`src/rtl/mt_pkg.sv`:
```
// Shared barrel-processor definitions used by the scheduler, mt_pc and the pipeline registers.
package mt_pkg;
  localparam int NUM_THREADS  = 8;
  localparam int BITS_THREADS = $clog2(NUM_THREADS);

  typedef logic [BITS_THREADS-1:0] tid_t;
endpackage

```
`src/rtl/mt_thread_sched_rr_pick.sv`:
```
// Combinational round-robin finder: first set bit of req after ptr, wrapping back to ptr itself.
module rr_pick
  import mt_pkg::*;
#(
  parameter int NUM_THREADS  = mt_pkg::NUM_THREADS,
  parameter int BITS_THREADS = $clog2(NUM_THREADS)
) (
  input  logic [NUM_THREADS-1:0]  req,
  input  logic [BITS_THREADS-1:0] ptr,
  output logic [BITS_THREADS-1:0] gnt_idx,
  output logic                    any
);

  logic [NUM_THREADS-1:0]  rot;
  logic [BITS_THREADS-1:0] start;
  logic [BITS_THREADS-1:0] off;

  // Rotate so bit 0 is the thread after ptr; ptr itself lands in the top bit and is checked last.
  always_comb begin
    start = ptr + BITS_THREADS'(1);
    rot   = '0;
    for (int i = 0; i < NUM_THREADS; i++) begin
      rot[i] = req[start + BITS_THREADS'(i)];
    end
    off = '0;
    for (int i = NUM_THREADS - 1; i >= 0; i--) begin
      if (rot[i]) off = BITS_THREADS'(i);
    end
    gnt_idx = start + off;
    any     = |req;
  end

endmodule

```
`src/rtl/mt_thread_sched.sv`:
```
// Fetch-stage thread scheduler: tracks the ready mask and issues runnable threads round-robin to mt_pc.
module mt_thread_sched
  import mt_pkg::*;
#(
  parameter int NUM_THREADS  = mt_pkg::NUM_THREADS,
  parameter int BITS_THREADS = $clog2(NUM_THREADS)
) (
  input  logic                    clk,
  input  logic                    rst,
  input  logic [NUM_THREADS-1:0]  thread_en,
  input  logic                    halt_req,
  input  logic [BITS_THREADS-1:0] halt_tid,
  input  logic                    wake_req,
  input  logic [BITS_THREADS-1:0] wake_tid,
  input  logic                    stall,
  output logic [BITS_THREADS-1:0] tid,
  output logic                    tid_valid,
  output logic [NUM_THREADS-1:0]  ready_mask
);

  logic [NUM_THREADS-1:0]  ready_q;
  logic [NUM_THREADS-1:0]  halt_vec;
  logic [NUM_THREADS-1:0]  wake_vec;
  logic [NUM_THREADS-1:0]  ready_next;
  logic [NUM_THREADS-1:0]  eligible;
  logic [BITS_THREADS-1:0] gnt_idx;
  logic                    any;

  // Wake is OR-ed in after the halt is masked out, so a same-cycle wake always wins.
  always_comb begin
    halt_vec = '0;
    wake_vec = '0;
    if (halt_req) halt_vec[halt_tid] = 1'b1;
    if (wake_req) wake_vec[wake_tid] = 1'b1;
    ready_next = (ready_q & ~halt_vec) | wake_vec;
    eligible   = ready_next & thread_en;
  end

  rr_pick #(
    .NUM_THREADS (NUM_THREADS),
    .BITS_THREADS(BITS_THREADS)
  ) u_rr_pick (
    .req    (eligible),
    .ptr    (tid),
    .gnt_idx(gnt_idx),
    .any    (any)
  );

  // tid doubles as the round-robin pointer; starting at the last thread makes thread 0 the first pick.
  always_ff @(posedge clk or negedge rst) begin
    if (!rst) begin
      ready_q   <= '1;
      tid       <= BITS_THREADS'(NUM_THREADS - 1);
      tid_valid <= 1'b0;
    end else begin
      ready_q <= ready_next;
      if (!stall) begin
        tid_valid <= any;
        if (any) tid <= gnt_idx;
      end
    end
  end

  assign ready_mask = ready_q;

endmodule

```
`config.mk`:
```
export PLATFORM = sky130hd
export DESIGN_NAME = mt_thread_sched
export DESIGN_NICKNAME = d
export VERILOG_FILES = /design/src/rtl/mt_pkg.sv /design/src/rtl/mt_thread_sched_rr_pick.sv /design/src/rtl/mt_thread_sched.sv
export SDC_FILE = /design/constraint.sdc
export NUM_CORES = 1
export LEC_CHECK = 0
export ABC_AREA = 0
export CORE_ASPECT_RATIO = 1.25
export CORE_UTILIZATION = 45
export DETAILED_ROUTE_END_ITERATION = 6
export PLACE_DENSITY = 0.74
export SYNTH_ARGS = -nofsm -noshare
export SYNTH_HDL_FRONTEND = slang
export SYNTH_HIERARCHICAL = 1
export SYNTH_SLANG_ARGS = --single-unit
```
`constraint.sdc`:
```
create_clock -name clk -period 10.1 [get_ports clk]
set_input_delay 2.02 -clock clk [delete_from_list [all_inputs] [get_ports clk]]
set_output_delay 2.02 -clock clk [all_outputs]
set_load 0.02 [all_outputs]
```
==> metrics <==
run status finished, final reports clean; first-pass GRT wire length 4730 µm; Total Die Area 3090 µm²; routed wire length 3010 µm; number of port buffers 30; f_max 0.184 GHz; CP Max Fanout 8; initial drt markers 35; Critical Path, Cell by Cell clkdlybuf4s50_1, or4b_1, a22o_1, mux4_2, mux2i_1, o21ai_0, a21boi_0, o221a_2, ha_1, inv_1, fa_1, xnor2_1, xnor2_1, mux2_2; biggest area consumer among synthesized cells dfstp_2; DRT antenna net count 0; critical path startpoint category input pin; via count of the first global-routing pass 1082; Area growth, synth to finish 26.4%; top-count cell post-synth dfstp_2; # DRC 0; H-Tree Depth 1; Largest stage delay, worst path 0.59 ns; CP arrival 5.63 ns; R2R depth 13; dpl cells 177; Max IR drop VDD 0.000221 V; die width 49.9 µm; final hold vios 0; sequential area share after synthesis 24.3%; dpl ws 4.44 ns; hold_buf cts 0; maxcap violations 0; Non-Filler Instances 181; Via density 6.08; RSZ-0062 raised after global routing false; initial antenna violation count 0; max_slew headroom 60.1%; EDFF count, synth 0; area of the core 2710 µm²; GR Util All Layers 20.7%; grt total ovfl 0; critical path buffer and inverter count 2; Hold Crit Class register to register; Worst Slack Setup Final 4.67 ns; insertion delay to the later sink of the worst-skew pair 0.27 ns; final worst-path cycle share 53.7%; n_diodes 0; postcts setup bufs 0; NumNets Final 171; cts bufs inserted 3; worst slew pin tran 0.597 ns; largest net degree at the start of global routing 14; Max Clock Skew 0.000646 ns; PD cells 357 nW/µm²; post-layout util 60.2%; Max Slew Vio Count 0; distinct cell type count after synthesis 41; kind of cell adding the most delay to the critical path multiplexers; Die H 61.9 µm; Wirelength per Cell 16.6 µm; Core Rows 21; TritonRoute pass-1 iters 4; Synth Cell Area 1290 µm²; DP Wirelength 2380 µm; CP Class input pin to register; Initial Util 47.7%; Worst setup startpoint halt_req; Yosys warnings 6; CTS tree built; slowest cell on the critical path clkdlybuf4s50_1; Sink Count 12; syn_nets 139; Filler cells 228; instance count on the critical path 14; vias post-DR 1100; post-layout min period 5.43 ns; Bufs on Longest Clock Path 2; ys async rst share 100%; # resized after CTS 0; R2R Setup Slk 6.08 ns; crit path to tid[2]; share of layout cells above drive strength 1 21.1%; Synth top cells by count dfstp_2, mux2i_1, inv_1, nand2_1, and2_1; Leak 0.692 nW; WP data required 10.30 ns; CTS root buf clkbuf_4; I/O pin cnt 31; Critical R2R Launch tid[0]; Gate Count Post-Synth 116; Syn Area/Cell 11.1 µm²; Seq cells post-synth 12; R2R Path End tid[2]; WHS 0.494 ns; Placer Congestion 0.842; clock-pin slew on the worst setup and hold paths 0.08 ns; critical path endpoint category register; ranking of synthesized cells by area dfstp_2, mux2i_1, mux4_2, mux4_1, mux2_2; Top cell by count, worst path xnor2_1; # setup viols final 0; setup tns final 0 ns; Yosys top cell area share 22.4%; top_reg_cell synth dfstp_2
## how the worst min path moves through the flow
| stage | from | endpoint | slack [ns] | depth (start not counted) |
|---|---|---|---|---|
| 6_report | tid_valid | tid_valid | 0.49 | 1 |
| 5_1_grt | ready_mask[3] | ready_mask[3] | 0.52 | 2 |
| 4_1_cts | tid_valid | tid_valid | 0.49 | 1 |
| 3_5_place_dp | tid_valid | tid_valid | 0.47 | 1 |
| 3_3_place_gp | tid_valid | tid_valid | 0.46 | 1 |
| 2_1_floorplan | ready_mask[7] | ready_mask[7] | 0.52 | 2 |
## kinds of logic (layout without fill, tap and decap cells)
| kind of cell | Yosys count | count (layout) | share of synthesized area, % |
|---|---|---|---|
| and+or+nand+nor | 39 | 39 | 21.0 |
| AOI/OAI and AO/OA | 23 | 23 | 13.9 |
| muxes | 21 | 21 | 24.3 |
| DFF | 12 | 12 | 24.3 |
| buffers and inverters | 12 | 43 | 5.63 |
| xor gates and xnor gates | 5 | 5 | 6.30 |
| adders and majority gates | 4 | 4 | 4.46 |
## cells in the final DEF (no fill, tap or decap), types with 4 or more instances in the layout
cell             count
a21o_1               4
a22o_1               5
and2_1               7
clkdlybuf4s50_1     30
dfstp_2             11
inv_1                9
mux2_2               4
mux2i_1             10
mux4_2               4
nand2_1              9
o21ai_0              5
## area by class of cell
type / instances / area (µm²) / area share (%)
clock buffer: 4 / 36.3 / 2.23
multi-input combinational: 92 / 903 / 55.4
tap: 34 / 42.5 / 2.61
timing repair buffer: 30 / 300 / 18.4
sequential: 12 / 314 / 19.3
inverter: 9 / 33.8 / 2.07
## stage by stage
stage | power [mW] | instance area, µm²
floorplan | 0.457 | 1290
global placement | 0.525 | 1590
detailed placement | 0.542 | 1590
CTS | 0.585 | 1630
global route | 0.629 | 1630
finish | 0.583 | 1630
## report_power, final
part | internal [mW] | leakage (nW) | switching (mW) | total, mW
registers | 0.0740 | 0.127 | 0.0242 | 0.0983
logic | 0.238 | 0.544 | 0.207 | 0.446
clock network | 0.0219 | 0.0210 | 0.0171 | 0.0389
total | 0.334 | 0.692 | 0.249 | 0.583
## metal layers
metal  wire (µm)  track usage (%)  up-vias
met3          75             1.70        4
met4          43             9.80        0
met5           0                0        -
met2        1670             41.3       26
met1        1220             22.2      554
li1            -                -      516
## sequential cells by signal, indices dropped and copies added, names as in the netlist
register    count
tid             3
tid_valid       1
ready_mask      8
No activity file was read; power rests on OpenSTA's default activity.
